--- src/rtl/pwm_pkg.sv ---
// Shared constants for the PWM input-capture block: FSM encoding, default
// counter width and the counter saturation value.
package pwm_pkg;

  localparam int PWM_WIDTH_DEF = 16;

  localparam logic [1:0] ST_IDLE = 2'd0;
  localparam logic [1:0] ST_ARM  = 2'd1;
  localparam logic [1:0] ST_MEAS = 2'd2;

  // Largest value a w-bit measurement counter may reach; hitting it means a stuck input.
  function automatic logic [63:0] cnt_sat(input int w);
    return (64'd1 << w) - 64'd1;
  endfunction

endpackage

--- src/rtl/pwm_input_sync.sv ---
// Input conditioning for pwm_capture: synchronizer, optional stability filter
// (PWM_CAPTURE_FILTER_EN), polarity normalization and rise/fall pulses.
module pwm_input_sync
  import pwm_pkg::*;
#(
  parameter int SYNC_STAGES = 2
`ifdef PWM_CAPTURE_FILTER_EN
  , parameter int FILTER_LEN = 4
`endif
) (
  input  logic clk_psc_i,
  input  logic rst_n_i,
  input  logic pol_i,
  input  logic pwm_i,
  output logic rise_o,
  output logic fall_o
);

  logic [SYNC_STAGES-1:0] sync_p0;
  logic                   level;
  logic                   norm;
  logic                   norm_p1;

  // Stage 0: metastability synchronizer
  always_ff @(posedge clk_psc_i or negedge rst_n_i) begin
    if (!rst_n_i) begin
      sync_p0 <= '0;
    end else begin
      sync_p0 <= {sync_p0[SYNC_STAGES-2:0], pwm_i};
    end
  end

`ifdef PWM_CAPTURE_FILTER_EN
  localparam int FCW = $clog2(FILTER_LEN + 1);

  logic [FCW-1:0] stab_cnt;
  logic           filt_q;

  // Accept a new level only after it has differed from the held one for FILTER_LEN cycles.
  always_ff @(posedge clk_psc_i or negedge rst_n_i) begin
    if (!rst_n_i) begin
      stab_cnt <= '0;
      filt_q   <= 1'b0;
    end else if (sync_p0[SYNC_STAGES-1] == filt_q) begin
      stab_cnt <= '0;
    end else if (stab_cnt == FCW'(FILTER_LEN - 1)) begin
      stab_cnt <= '0;
      filt_q   <= sync_p0[SYNC_STAGES-1];
    end else begin
      stab_cnt <= stab_cnt + 1'b1;
    end
  end

  assign level = filt_q;
`else
  assign level = sync_p0[SYNC_STAGES-1];
`endif

  assign norm = level ^ pol_i;

  // Stage 1: one-cycle delay of the normalized level for edge detection
  always_ff @(posedge clk_psc_i or negedge rst_n_i) begin
    if (!rst_n_i) begin
      norm_p1 <= 1'b0;
    end else begin
      norm_p1 <= norm;
    end
  end

  assign rise_o = norm & ~norm_p1;
  assign fall_o = ~norm & norm_p1;

endmodule

--- src/rtl/pwm_capture.sv ---
// PWM input capture: measures period and active time of pwm_i in clock cycles
// and hands results out with valid/ack. Optional input filter: PWM_CAPTURE_FILTER_EN.
module pwm_capture
  import pwm_pkg::*;
#(
  parameter int WIDTH       = PWM_WIDTH_DEF,
  parameter int SYNC_STAGES = 2
`ifdef PWM_CAPTURE_FILTER_EN
  , parameter int FILTER_LEN = 4
`endif
) (
  input  logic             clk_psc_i,
  input  logic             rst_n_i,
  input  logic             en_i,
  input  logic             pol_i,
  input  logic             pwm_i,
  input  logic             ack_i,
  output logic [WIDTH-1:0] period_o,
  output logic [WIDTH-1:0] duty_o,
  output logic             valid_o,
  output logic             overrun_o,
  output logic             timeout_o
);

  localparam logic [WIDTH-1:0] CNT_SAT = WIDTH'(cnt_sat(WIDTH));

  logic             rise;
  logic             fall;
  logic [1:0]       state_q;
  logic [1:0]       state_d;
  logic [WIDTH-1:0] cnt_q;
  logic [WIDTH-1:0] high_q;
  logic             arm_start;
  logic             res_load;
  logic             cap_high;
  logic             to_hit;

  pwm_input_sync #(
    .SYNC_STAGES(SYNC_STAGES)
`ifdef PWM_CAPTURE_FILTER_EN
    , .FILTER_LEN(FILTER_LEN)
`endif
  ) u_sync (
    .clk_psc_i(clk_psc_i),
    .rst_n_i  (rst_n_i),
    .pol_i    (pol_i),
    .pwm_i    (pwm_i),
    .rise_o   (rise),
    .fall_o   (fall)
  );

  always_ff @(posedge clk_psc_i or negedge rst_n_i) begin
    if (!rst_n_i) begin
      state_q <= ST_IDLE;
    end else begin
      state_q <= state_d;
    end
  end

  always_comb begin
    state_d = state_q;
    if (!en_i) begin
      state_d = ST_IDLE;
    end else begin
      case (state_q)
        ST_IDLE: state_d = ST_ARM;
        ST_ARM:  if (rise) state_d = ST_MEAS;
        ST_MEAS: if (!rise && (cnt_q == CNT_SAT)) state_d = ST_ARM;
        default: state_d = ST_IDLE;
      endcase
    end
  end

  // A rise outranks saturation: a period ending exactly at the limit still counts.
  always_comb begin
    arm_start = 1'b0;
    res_load  = 1'b0;
    cap_high  = 1'b0;
    to_hit    = 1'b0;
    if (en_i) begin
      case (state_q)
        ST_ARM: begin
          arm_start = rise;
        end
        ST_MEAS: begin
          res_load = rise;
          to_hit   = !rise && (cnt_q == CNT_SAT);
          cap_high = fall && !to_hit;
        end
        default: ;
      endcase
    end
  end

  // Measurement counters
  always_ff @(posedge clk_psc_i or negedge rst_n_i) begin
    if (!rst_n_i) begin
      cnt_q  <= '0;
      high_q <= '0;
    end else if (!en_i || (state_q == ST_IDLE)) begin
      cnt_q  <= '0;
      high_q <= '0;
    end else if (arm_start || res_load) begin
      cnt_q  <= {{(WIDTH-1){1'b0}}, 1'b1};
      high_q <= '0;
    end else if (to_hit) begin
      cnt_q  <= '0;
      high_q <= '0;
    end else if (state_q == ST_MEAS) begin
      cnt_q <= cnt_q + 1'b1;
      if (cap_high) begin
        high_q <= cnt_q;
      end
    end
  end

  // Result registers keep their last value across enable changes.
  always_ff @(posedge clk_psc_i or negedge rst_n_i) begin
    if (!rst_n_i) begin
      period_o <= '0;
      duty_o   <= '0;
    end else if (res_load) begin
      period_o <= cnt_q;
      duty_o   <= high_q;
    end
  end

  // Handshake and status flags
  always_ff @(posedge clk_psc_i or negedge rst_n_i) begin
    if (!rst_n_i) begin
      valid_o   <= 1'b0;
      overrun_o <= 1'b0;
      timeout_o <= 1'b0;
    end else if (!en_i) begin
      valid_o   <= 1'b0;
      overrun_o <= 1'b0;
      timeout_o <= 1'b0;
    end else begin
      if (res_load) begin
        valid_o <= 1'b1;
        if (valid_o && !ack_i) begin
          overrun_o <= 1'b1;
        end
      end else if (ack_i) begin
        valid_o   <= 1'b0;
        overrun_o <= 1'b0;
      end

      if (to_hit) begin
        timeout_o <= 1'b1;
      end else if (arm_start || res_load) begin
        timeout_o <= 1'b0;
      end
    end
  end

endmodule

--- config.mk ---
export PLATFORM = sky130hd
export DESIGN_NAME = pwm_capture
export DESIGN_NICKNAME = d
export VERILOG_FILES = /design/src/rtl/pwm_pkg.sv /design/src/rtl/pwm_input_sync.sv /design/src/rtl/pwm_capture.sv
export SDC_FILE = /design/constraint.sdc
export NUM_CORES = 1
export LEC_CHECK = 0
export ABC_CLOCK_PERIOD_IN_PS = 2600
export CAP_MARGIN = 0
export CORE_MARGIN = 2
export CORE_UTILIZATION = 30
export CTS_BUF_LIST = sky130_fd_sc_hd__clkbuf_2
export CTS_CLUSTER_DIAMETER = 150
export DETAILED_ROUTE_END_ITERATION = 12
export SLEW_MARGIN = 15
export SYNTH_ARGS = -nofsm -noshare
export SYNTH_HDL_FRONTEND = slang
export SYNTH_SLANG_ARGS = --single-unit
--- constraint.sdc ---
create_clock -name clk_psc_i -period 2.6 [get_ports clk_psc_i]
set_input_delay 0.52 -clock clk_psc_i [delete_from_list [all_inputs] [get_ports clk_psc_i]]
set_output_delay 0.52 -clock clk_psc_i [all_outputs]
set_load 0.02 [all_outputs]
After elaboration in Yosys (flattened, before gate mapping)
Index checks and enable logic that the tools add are counted.
{"block": "totals", "regBits": 72}
{"block": "classes", "addsub": 1, "n_eq_ne": 8, "muxes": 30, "n_bitwise": 5, "reduce_logical": 15}
{"operator": "16-bit two-way mux", "count": 9}
{"operator": "1-bit two-way mux", "count": 17}
{"operator": "16-bit by 1-bit adder with 16-bit output (second input constant)", "count": 1}
{"operator": "16-bit equality test (second input constant)", "count": 1}
{"operator": "4-bit nonzero test", "count": 2}
{"operator": "2-bit two-way mux", "count": 3}
{"operator": "3-bit by 1-bit inequality test with 1-bit output (second input constant)", "count": 2}
{"operator": "3-bit inequality test (second input constant)", "count": 2}
{"operator": "2-bit case mux with 3 select lines", "count": 1}
{"operator": "2-bit AND reduction", "count": 3}
{"operator": "1-bit logical NOT", "count": 4}
{"operator": "1-bit logical AND", "count": 3}
{"operator": "3-bit by 2-bit inequality test with 1-bit output (second input constant)", "count": 1}
{"operator": "1-bit bitwise AND", "count": 2}
{"operator": "2-bit by 1-bit equality test with 1-bit output (second input constant)", "count": 1}
{"operator": "2-bit equality test (second input constant)", "count": 1}
{"operator": "2-bit logical NOT", "count": 1}
{"operator": "1-bit logical OR", "count": 2}
{"operator": "1-bit inverter", "count": 2}
{"operator": "1-bit bitwise XOR", "count": 1}

Longest topological paths before layout
Gate-level depths: netlist of the first run.
{"block": "depth", "ltp_word": 13, "ltp_mapped": 8, "mapped_depth_nobuf": 5}

Modules after synthesis
A second synthesis of the first run with hierarchy kept.
{"block": "hier_totals", "hier_cells": 368, "area_unflattened_um2": 3449.6}
{"module": "pwm_capture", "instances": 1, "cells_per_inst": 361, "area_per_inst_um2": 3352.0}
{"module": "pwm_input_sync", "instances": 1, "cells_per_inst": 7, "area_per_inst_um2": 97.6}

Worst setup path after synthesis of the first run
No wires, ideal clock.
{"block": "synth_path", "kind": "in2reg", "start": "in en_i", "end": "reg duty_o[10]", "arrival_ps": 1732, "slack_ps": 744, "stages": 6, "path_buffers": 3, "path_cell_list": "buf_2 > and3b_1 > and3_1 > buf_2 > buf_2 > mux2_2"}
{"block": "synth_via", "elab_chain_cells": 1}
{"element": "start, declared", "line_no": "pwm_capture.sv:14", "rtl": "input logic en_i,"}
{"element": "1-bit two-way mux", "line_no": "pwm_capture.sv:80", "rtl": "if (en_i) begin"}
{"element": "end signal, assigned", "line_no": "pwm_capture.sv:124", "rtl": "duty_o <= high_q;"}
{"element": "end, declared", "line_no": "pwm_capture.sv:19", "rtl": "output logic [WIDTH-1:0] duty_o,"}
No other way between the ends.
A chain may end at the register's enable or synchronous reset.

Worst setup path in the final report of the first run
{"block": "layout_path", "start": "reg cnt_q[0]", "end": "reg cnt_q[3]"}
{"block": "layout_via", "elab_chain_cells": 7}
{"element": "start, declared", "line_no": "pwm_capture.sv:31", "rtl": "logic [WIDTH-1:0] cnt_q;"}
{"element": "start signal, assigned", "line_no": "pwm_capture.sv:104", "rtl": "cnt_q <= {{(WIDTH-1){1'b0}}, 1'b1};"}
{"element": "start signal, assigned", "line_no": "pwm_capture.sv:110", "rtl": "cnt_q <= cnt_q + 1'b1;"}
{"element": "parallel branches: the longest is 7 deep, another holds 16-bit by 1-bit adder with 16-bit output"}
Parallel ways; which one is timed is not known. The select of a mux whose other input is x is not followed.

==> impl_metrics.csv, run 1 <==
group,metric,value,unit
status,outcome,"finished clean",
global_route,grt_pass1_wl,11300,um
cts,clk_latency,0.51,ns
logic_synthesis,synth_seq_cells,72,
place,dp_hpwl,4610,um
die,die_h,107,um
power,vdd_drop_max,0.000203,V
logic_synthesis,yosysSeqAreaShare,0.566,
routing,drc_errors,0,
timing,hold-worst-slack,0.0167,ns
logic_synthesis,netlist.area_leader.share,0.566,
timing,fin_crit_sh,0.880,
routing,drtPass1Iterations,4,
place,io_buffers,40,
cts,clockBufferDepth,2,
global_route,overflow,0,
logic_synthesis,synth_cells,260,
layout,areaGrowthSynthToFinish,21.9,%
layout,regArea,1800,um^2
cts,ctsResizeCount,0,
cts,cts.sinks,72,
worst_setup_path,critical_path.cell_chain,"ha_1, and3_1, and4_1, or4_1, o21ai_0",
die,placementRows,37,
power,leakagePower,1.63,nW
global_route,grt_pass1_vias,2249,
layout,drive_gt1_frac,0.213,
logic_synthesis,syn_area,3180,um^2
place,gp_congestion,0.791,
logic_synthesis,postSynth.asyncResetShare,1.00,
worst_hold_path,worstHoldPathType,"in2async",
logic_synthesis,synth_area_leaders,"dfrtp_1 (57%), mux2_2 (11%), o2bb2ai_1 (4.7%)",
timing,min_period,2.29,ns
routing,via_per_inst,5.01,
logic_synthesis,synth.most_common_cell,"dfrtp_1",
timing,worstMarginPinSlew,0.876,ns
worst_setup_path,path_class,"reg2reg",
timing,slew_headroom,0.416,
die,dieArea,11400,um^2
die,start_util,0.308,
power,p_per_area,491,nW/um^2
global_route,grt.total_usage,0.124,
routing,drt_wl_total,6520,um
worst_setup_path,cp_slowest_stage_delay,0.60,ns
die,fp.coreArea,10300,um^2
flow_run,max_cap_viol_count,0,
routing,vias,2235,
cts,post_cts.repair.setup_buffers,0,
cts,cts_tree,"done",
worst_setup_path,cp.required,3.02,ns
logic_synthesis,synth_nets,267,
routing,drtAntennaViolNets,0,
logic_synthesis,avgSynthCellArea,12.2,um^2
worst_setup_path,cp-end-kind,"register",
logic_synthesis,synth_edf_count,0,
logic_synthesis,ys_top_cells_by_count,"dfrtp_1 (72), mux2_2 (32), o21ai_0 (25)",
layout,multiInputGateArea,1250,um^2
layout,fillCellCount,994,
layout,nNetsFinal,312,
logic_synthesis,synth_ff_type,"dfrtp_1",
worst_setup_path,cp-start-kind,"register",
timing,hold_viol,0,
cts,cts_made_buffers,9,
routing,wl_per_cell,14.6,um
logic_synthesis,yosysWarnings,0,
cts,cts-root-buf,"clkbuf_2",
routing,drtIter0Drc,124,
timing,clock.fmax,437,MHz
timing,setup-tns-final,0,ns
global_route,antenna_found_initial,0,
cts,cts_hold_buf,0,
cts,clkTransAtPathRegs,0.22,ns
timing,clock_skew,0.0270,ns
global_route,grt_max_degree,44,
die,ioPinCount,41,
timing,maxSlewViolCount,0,
logic_synthesis,synthDistinctLibCells,41,
worst_setup_path,crit_fanout,26,
worst_setup_path,crit_arrival,2.71,ns
timing,finalSetupViolCount,0,
layout,n_antenna_cell,0,
worst_setup_path,cp_slowest_cell,"or4_1",
die,die_w,107,um
timing,rsz0062_at_grt,"no",
logic_synthesis,yosysTopAreaCell,"dfrtp_1",
cts,htreeDepth,3,
-- per-stage QoR --
| step | cell area, um^2 | worst slack [ns] | util | cells | total power, mW |
|---|---|---|---|---|---|
| after floorplan | 3180 | 0.744 | - | 260 | 1.24 |
| after global placement | 3760 | 0.231 | 0.364 | 430 | 1.29 |
| after detailed placement | 3760 | 0.173 | 0.364 | 430 | 1.29 |
| final | 3880 | 0.313 | 0.375 | 446 | 1.90 |
| after global routing | 3880 | 0.0545 | 0.375 | 446 | 1.99 |
| after CTS | 3880 | 0.295 | 0.375 | 446 | 1.93 |
-- worst max-delay path, delay by kind of cell, from the launching register on --
| family | cells | cell delay (ns) |
|---|---|---|
| AND/OR/NAND/NOR | 3 | 1.33 |
| flip-flops | 1 | 0.50 |
| adder cells (fa/ha/maj) | 1 | 0.25 |
| AO/OA/AOI/OAI | 1 | 0.11 |
-- routing by layer --
layer  wire (um)  track usage  vias to the layer above
li1            -            -                     1089
met1        3260        0.179                     1084
met2        2880        0.181                       52
met3         257       0.0243                       10
met4         116       0.0584                        0
met5           0            0                        -
-- final timing paths --
check | startpoint | endpoint | slack (ns) | cells past startpoint
setup / recovery | cnt_q[0] | cnt_q[3] | 0.31 | 5
max in group asynchronous | rst_n_i | cnt_q[13] | 1.90 | 2
min in group clk_psc_i | u_sync.sync_p0[0] | u_sync.sync_p0[1] | 0.38 | 0
hold reg to reg | u_sync.sync_p0[0] | u_sync.sync_p0[1] | 0.38 | 0
setup reg to reg | cnt_q[0] | cnt_q[3] | 0.31 | 5
hold / removal | rst_n_i | cnt_q[11] | 0.02 | 1
-- placed cells by master (no fill, tap or decap), drive strengths merged, types with 5 or more instances in the layout --
cell / count
dfrtp: 72
clkdlybuf4s50: 39
mux2: 32
o21ai: 25
o2bb2ai: 17
nand2: 12
a21oi: 12
buf: 11
or4: 10
clkbuf: 9
inv: 9
o31ai: 8
and4: 5
nand4: 5
nand3: 5
a31oi: 5
-- cell type report --
class | count | area share
inverters | 8 | 0.00839
repair buffers | 50 | 0.131
flip-flops and latches | 72 | 0.465
clock inverters | 7 | 0.0184
well taps | 136 | 0.0439
clock buffers | 9 | 0.0116
multi-input cells | 164 | 0.322
-- state kept, by name (all words and copies together) (netlist names) --
signal	cells
u_sync.norm_p1	1
u_sync.sync_p0	2
overrun_o	1
cnt_q	16
duty_o	16
valid_o	1
timeout_o	1
period_o	16
state_q	2
high_q	16
-- where the power goes --
| part | internal [mW] | leakage (nW) | switching, mW | total, mW |
|---|---|---|---|---|
| clock network | 0.222 | 0.0659 | 0.410 | 0.632 |
| logic | 0.0421 | 0.565 | 0.0867 | 0.129 |
| registers | 1.13 | 0.996 | 0.0111 | 1.14 |
| total | 1.39 | 1.63 | 0.508 | 1.90 |
-- logic make-up (layout without fill, tap and decap cells) --
logic type                 Yosys count  count (layout)  share of synthesized area
AOI/OAI and AO/OA                   80              80                      0.174
DFF                                 72              72                      0.566
and+or+nand+nor                     50              50                     0.0956
muxes                               32              32                      0.113
buffers and inverters               24              74                     0.0413
adders and majority gates            1               1                    0.00393
xor gates and xnor gates             1               1                    0.00512
(Power assumes the default switching activity.)
==> inputs of run 2 (changes only) <==
ABC_AREA = 1   (was not set)
CORE_UTILIZATION = 57   (was 30)
PLACE_DENSITY = 0.82   (was not set)
==> run 2 against run 1 <==
Effect of this change:
- highest routed layer unchanged
- sequential power barely moved
- combinational power is 27% higher
- cell area is essentially flat
- first-iteration DRC count increased by 67%
- sequential cell count unchanged
- critical path type is now reg2out
- hold slack improved by 0.35 ns
==> impl_metrics.csv, run 2 <==
group,metric,value,unit
logic_synthesis,netlist.area_leader.share,0.557,
status,outcome,"finished clean",
cts,cts_made_buffers,9,
routing,drt_wl_total,6690,um
timing,hold_viol,0,
place,gp_congestion,0.895,
timing,setup-tns-final,0,ns
die,dieArea,6290,um^2
worst_setup_path,critPathBufInv,1,
cts,post_cts.repair.setup_buffers,0,
timing,clock_skew,0.0239,ns
routing,drtAntennaViolNets,0,
global_route,grt.total_usage,0.235,
cts,clkTransAtPathRegs,0.19,ns
power,p_per_area,545,nW/um^2
timing,finalSetupViolCount,0,
die,ioPinCount,41,
worst_setup_path,cp_top_family,"buffers and inverters",
timing,slew_headroom,0.749,
logic_synthesis,synth.most_common_cell,"nand2_1",
routing,wl_per_cell,14.4,um
logic_synthesis,synth_cells,339,
worst_setup_path,crit_arrival,1.56,ns
routing,vias,2511,
logic_synthesis,synth_compound_area_frac,0.0484,
die,die_h,79.3,um
cts,htreeDepth,3,
logic_synthesis,synth-simple-area-share,0.257,
logic_synthesis,yosysWarnings,0,
layout,mostFrequentLayoutCells,"nand2_1 (75), dfrtp_1 (72), nand3_1 (48), clkdlybuf4s50_1 (39), inv_1 (28)",
worst_setup_path,cp.required,2.08,ns
global_route,antenna_found_initial,0,
layout,final_common_cell,"nand2_1",
timing,hold-worst-slack,0.370,ns
cts,clockBufferDepth,2,
worst_hold_path,worstHoldPathType,"reg2reg",
logic_synthesis,synth_area_leaders,"dfrtp_1 (56%), nand2_1 (8.7%), nand3_1 (7.4%)",
logic_synthesis,synth_top_family_by_area,"simple AND/OR/NAND/NOR gates",
layout,fin_cells,465,
place,dp.cells,448,
logic_synthesis,yosys.area_share.adder,0.00387,
timing,min_period,2.08,ns
die,start_util,0.587,
worst_setup_path,path_class,"reg2out",
layout,fin_area,3870,um^2
routing,drtPass1Iterations,6,
worst_setup_path,cp-start-kind,"register",
logic_synthesis,ys_top_cells_by_count,"nand2_1 (75), dfrtp_1 (72), nand3_1 (48)",
global_route,grt_pass1_wl,11300,um
power,vdd_drop_max,0.000424,V
cts,cts.sinks,72,
layout,nNetsFinal,395,
timing,clock.fmax,481,MHz
die,die_w,79.3,um
logic_synthesis,synth_edf_count,0,
cts,cts_tree,"done",
layout,fillCellCount,419,
routing,drc_errors,0,
logic_synthesis,synthDistinctLibCells,24,
timing,maxSlewViolCount,0,
timing,worstMarginPinSlew,0.375,ns
global_route,grt_max_degree,73,
logic_synthesis,avgSynthCellArea,9.54,um^2
timing,rsz0062_at_grt,"no",
worst_setup_path,cp-end-kind,"output pin",
logic_synthesis,postSynth.asyncResetShare,1.00,
routing,via_per_inst,5.40,
routing,drtIter0Drc,207,
worst_setup_path,critical_path.cell_chain,"clkdlybuf4s50_1",
layout,regArea,1800,um^2
place,io_buffers,40,
place,placed_cell_area,3710,um^2
global_route,grt_pass1_vias,2415,
worst_setup_path,cp_slowest_stage_delay,0.62,ns
logic_synthesis,synth.mux.area_fraction,0.0731,
global_route,overflow,0,
layout,n_antenna_cell,0,
logic_synthesis,synth_ff_type,"dfrtp_1",
layout,drive_gt1_frac,0.165,
die,placementRows,27,
flow_run,max_cap_viol_count,0,
die,fp.coreArea,5510,um^2
logic_synthesis,yosysSeqAreaShare,0.557,
logic_synthesis,syn_area,3230,um^2
logic_synthesis,yosysTopAreaCell,"dfrtp_1",
cts,cts-root-buf,"clkbuf_2",
place,dp_hpwl,4700,um
cts,clk_latency,0.52,ns
worst_setup_path,cp_slowest_cell,"clkdlybuf4s50_1",
worst_setup_path,crit_fanout,3,
logic_synthesis,synth_xor_area_frac,0,
power,leakagePower,1.85,nW
logic_synthesis,synth_seq_cells,72,
layout,areaGrowthSynthToFinish,19.8,%
logic_synthesis,synth_nets,346,
timing,fin_crit_sh,0.800,
layout,multiInputGateArea,1240,um^2
[run 2: cell count changes after synthesis, moves of 11 or more]
cell | previous run | this run
nand2_1 | 12 | 75
nand3_1 | 5 | 48
inv_1 | 7 | 28
nor2_1 | 2 | 22
o2bb2ai_1 | 17 | 0
mux2_2 | 32 | 21
[run 2: cell type report]
| type | instances | share of cell area |
|---|---|---|
| Inverter | 29 | 0.0287 |
| Clock inverter | 7 | 0.0284 |
| Timing Repair Buffer | 49 | 0.123 |
| Multi-Input combinational cell | 227 | 0.319 |
| Tap cell | 72 | 0.0233 |
| Sequential cell | 72 | 0.465 |
| Clock buffer | 9 | 0.0116 |
[run 2: cell families after synthesis]
logic type / count (synthesis)
AO/OA/AOI/OAI: 30
flip-flops: 72
adder cells (fa/ha/maj): 1
multiplexers: 21
buffers and inverters: 40
AND/OR/NAND/NOR: 175
[run 2: worst register-to-register path, cell delays in order, from the launching register on]
cell	delay [ns]
dfrtp_1	0.47
ha_1	0.22
nand2_2	0.10
nor2_4	0.18
nand2_2	0.11
nor2_4	0.16
nand2_1	0.08
nand3_2	0.28
nand3_1	0.15
nand2_1	0.08
[run 2: per-layer routing]
layer  GRT usage  vias to the layer above  routed length [um]
met5           0                        -                   0
met4       0.100                        0                 108
met3      0.0511                       12                 382
met2       0.381                       85                3230
met1       0.307                     1201                2970
li1            -                     1213                   -
[run 2: report_power, final]
part,internal (mW),leakage (nW),total [mW],switching [mW]
clock network,0.406,0.0870,0.800,0.394
logic,0.0495,0.771,0.164,0.114
registers,1.13,0.996,1.15,0.0141
[run 2: final timing paths]
check	cells after the start	slack, ns	to	from
setup / recovery	1	0.52	overrun_o	overrun_o
hold / removal	0	0.37	u_sync.sync_p0[1]	u_sync.sync_p0[0]
setup reg to reg	9	0.72	high_q[5]	cnt_q[0]
hold reg to reg	0	0.37	u_sync.sync_p0[1]	u_sync.sync_p0[0]
max in group asynchronous	3	1.77	period_o[4]	rst_n_i
min in group asynchronous	3	0.52	duty_o[3]	rst_n_i
[run 2: stage by stage]
step	power [mW]	setup slack [ns]	util
2_1_floorplan	1.28	0.994	-
3_3_place_gp	1.33	0.300	0.673
3_5_place_dp	1.33	0.259	0.673
4_1_cts	2.12	0.499	0.703
5_1_grt	2.19	0.438	0.703
6_report	2.11	0.521	0.703
[run 2: what timing repair did]
| item | 4_1_cts | 5_1_grt |
|---|---|---|
| resized for setup | 0 | 0 |
| endpoints found under the hold margin | 47 | 0 |
| hold buffers | 1 | 0 |
==> inputs of run 3 (changes only) <==
ABC_CLOCK_PERIOD_IN_PS = 1740   (was 2600)
CORE_UTILIZATION = 52   (was 57)
PLACE_DENSITY = 0.79   (was 0.82)
clock period = 1.74 ns   (was 2.6 ns; I/O delays follow)
==> run 3 against run 2 <==
Effect of this change:
- worst setup slack worse by 0.41 ns
- cell count is 5.6% higher
- hold slack worse by 0.11 ns
- combinational power is 100% higher
- clock skew is 0.0070 ns lower
- sequential cell count stayed put
- register-to-register slack worse by 0.61 ns
- non-clock buffer count is 23 higher
- via count is 4.2% higher
- global-route usage is 1.1 points lower
- critical path depth is 9 higher
- first-iteration DRC count is 7.2% lower
- largest power group unchanged
==> impl_metrics.csv, run 3 (synthesized netlist as in run 2, its figures left out) <==
group,metric,value,unit
status,outcome,"finished clean",
worst_setup_path,r2r-start,"cnt_q[1]",
worst_setup_path,critical_path.cell_chain,"ha_4, nand2_2, nor2_4, nand2_2, nor2_4, nand2_1, nand3_2, buf_12, nand3_1, nand2_1",
timing,finalSetupViolCount,0,
worst_setup_path,cp-end-kind,"register",
global_route,grt_pass1_wl,12400,um
routing,drtPass1Iterations,5,
global_route,antenna_found_initial,0,
routing,maxUsedRoutingLayer,"met4",
timing,worstMarginPinSlew,0.556,ns
worst_setup_path,reg2reg_slack,0.11,ns
power,p_total,3.12,mW
cts,cts_tree,"done",
routing,via_per_inst,5.33,
timing,clock_skew,0.0169,ns
routing,drtIter0Drc,192,
global_route,grt_pass1_vias,2645,
routing,met2_length,3570,um
global_route,overflow,0,
routing,drt_wl_total,7140,um
worst_setup_path,cp-start-kind,"register",
worst_setup_path,crit_end,"high_q[11]",
place,dp_hpwl,5060,um
die,start_util,0.543,
die,die_w,82.9,um
worst_setup_path,crit_fanout,16,
layout,final_core_util,0.683,
worst_setup_path,cp_slowest_cell,"dfrtp_1",
cts,clk_latency,0.50,ns
timing,rsz0062_at_grt,"no",
layout,areaGrowthSynthToFinish,25.9,%
layout,mostFrequentLayoutCells,"nand2_1 (75), dfrtp_1 (72), nand3_1 (48), dlygate4sd2_1 (35), inv_1 (28)",
worst_setup_path,cp.required,2.20,ns
routing,vias,2617,
cts,clockBufferDepth,2,
timing,maxSlewViolCount,0,
die,dieArea,6860,um^2
worst_setup_path,crit_arrival,2.09,ns
routing,met3_length,364,um
worst_setup_path,rr_worst_depth,10,
timing,slew_headroom,0.629,
place,io_buffers,40,
global_route,grt_max_degree,29,
routing,wl_per_cell,14.5,um
routing,wl_met1,3140,um
routing,drtAntennaViolNets,0,
timing,setup_slack,0.109,ns
cts,htreeDepth,3,
layout,nNetsFinal,418,
flow_run,max_cap_viol_count,0,
worst_setup_path,path_class,"reg2reg",
layout,final_common_cell,"nand2_1",
worst_setup_path,cp_slowest_stage_delay,0.46,ns
layout,drive_gt1_frac,0.224,
cts,cts_made_buffers,9,
layout,fillCellCount,497,
timing,fin_crit_sh,0.937,
die,fp.coreArea,5960,um^2
timing,min_period,1.63,ns
place,gp_congestion,0.911,
layout,fin_cells,491,
global_route,grt.total_usage,0.224,
timing,hold_viol,0,
cts,cts-root-buf,"clkbuf_2",
layout,n_antenna_cell,0,
power,leakagePower,2.15,nW
power,p_per_area,767,nW/um^2
cts,cts.sinks,72,
cts,clkTransAtPathRegs,0.19,ns
place,dp_slack,-0.219,ns
routing,drc_errors,0,
worst_hold_path,worstHoldPathType,"in2reg",
power,vdd_drop_max,0.000561,V
timing,setup-tns-final,0,ns
die,placementRows,28,
worst_setup_path,reg2reg_to,"high_q[11]",
die,die_h,82.9,um
timing,clock.fmax,613,MHz
die,ioPinCount,41,
place,dp.cells,473,
worst_setup_path,startpoint,"cnt_q[1]",
-- run 3: where the power goes --
group	total (mW)	internal, mW	switching [mW]
sequential	1.72	1.70	0.0213
combinational	0.332	0.135	0.197
clock	1.07	0.488	0.587
total	3.12	2.32	0.805
-- run 3: critical path, delay by kind of cell (launching register included) --
| kind | cells | cell delay (ns) |
|---|---|---|
| DFF | 1 | 0.46 |
| and+or+nand+nor | 8 | 0.81 |
| adders and majority gates | 1 | 0.17 |
| buffers and inverters | 1 | 0.15 |
-- run 3: area by class of cell --
type	count	area [um^2]	share of cell area
clock buffer	11	55.1	0.0135
inverter	29	111	0.0274
multi-input combinational	227	1260	0.309
sequential	72	1800	0.443
tap	75	93.8	0.0231
clock inverter	5	81.3	0.0200
timing repair buffer	72	669	0.164
-- run 3: metal layers --
layer / GRT usage / up-vias
met1: 0.301 / 1269
met5: 0 / -
met2: 0.367 / 79
met3: 0.0467 / 7
li1: - / 1262
met4: 0.0686 / 0
-- run 3: repair_timing --
action,in CTS,in global routing
endpoints found under the setup margin,44,20
hold buffers,1,0
gates resized for setup,35,4
setup buffers,1,0
hold endpoints to repair,20,0
-- run 3: worst min-delay path by stage --
stage	start	to	slack [ns]	cells past startpoint
2_1_floorplan	rst_n_i	cnt_q[0]	0.05	0
3_3_place_gp	u_sync.sync_p0[0]	u_sync.sync_p0[1]	0.33	0
3_5_place_dp	u_sync.sync_p0[0]	u_sync.sync_p0[1]	0.33	0
4_1_cts	pwm_i	u_sync.sync_p0[0]	0.22	1
5_1_grt	pwm_i	u_sync.sync_p0[0]	0.21	1
6_report	pwm_i	u_sync.sync_p0[0]	0.26	1
-- run 3: stage by stage --
stage               area, um^2  hold slack (ns)
floorplan                 3230           0.0524
global placement          3940            0.333
detailed placement        3940            0.335
CTS                       4050            0.225
global route              4070            0.214
finish                    4070            0.256
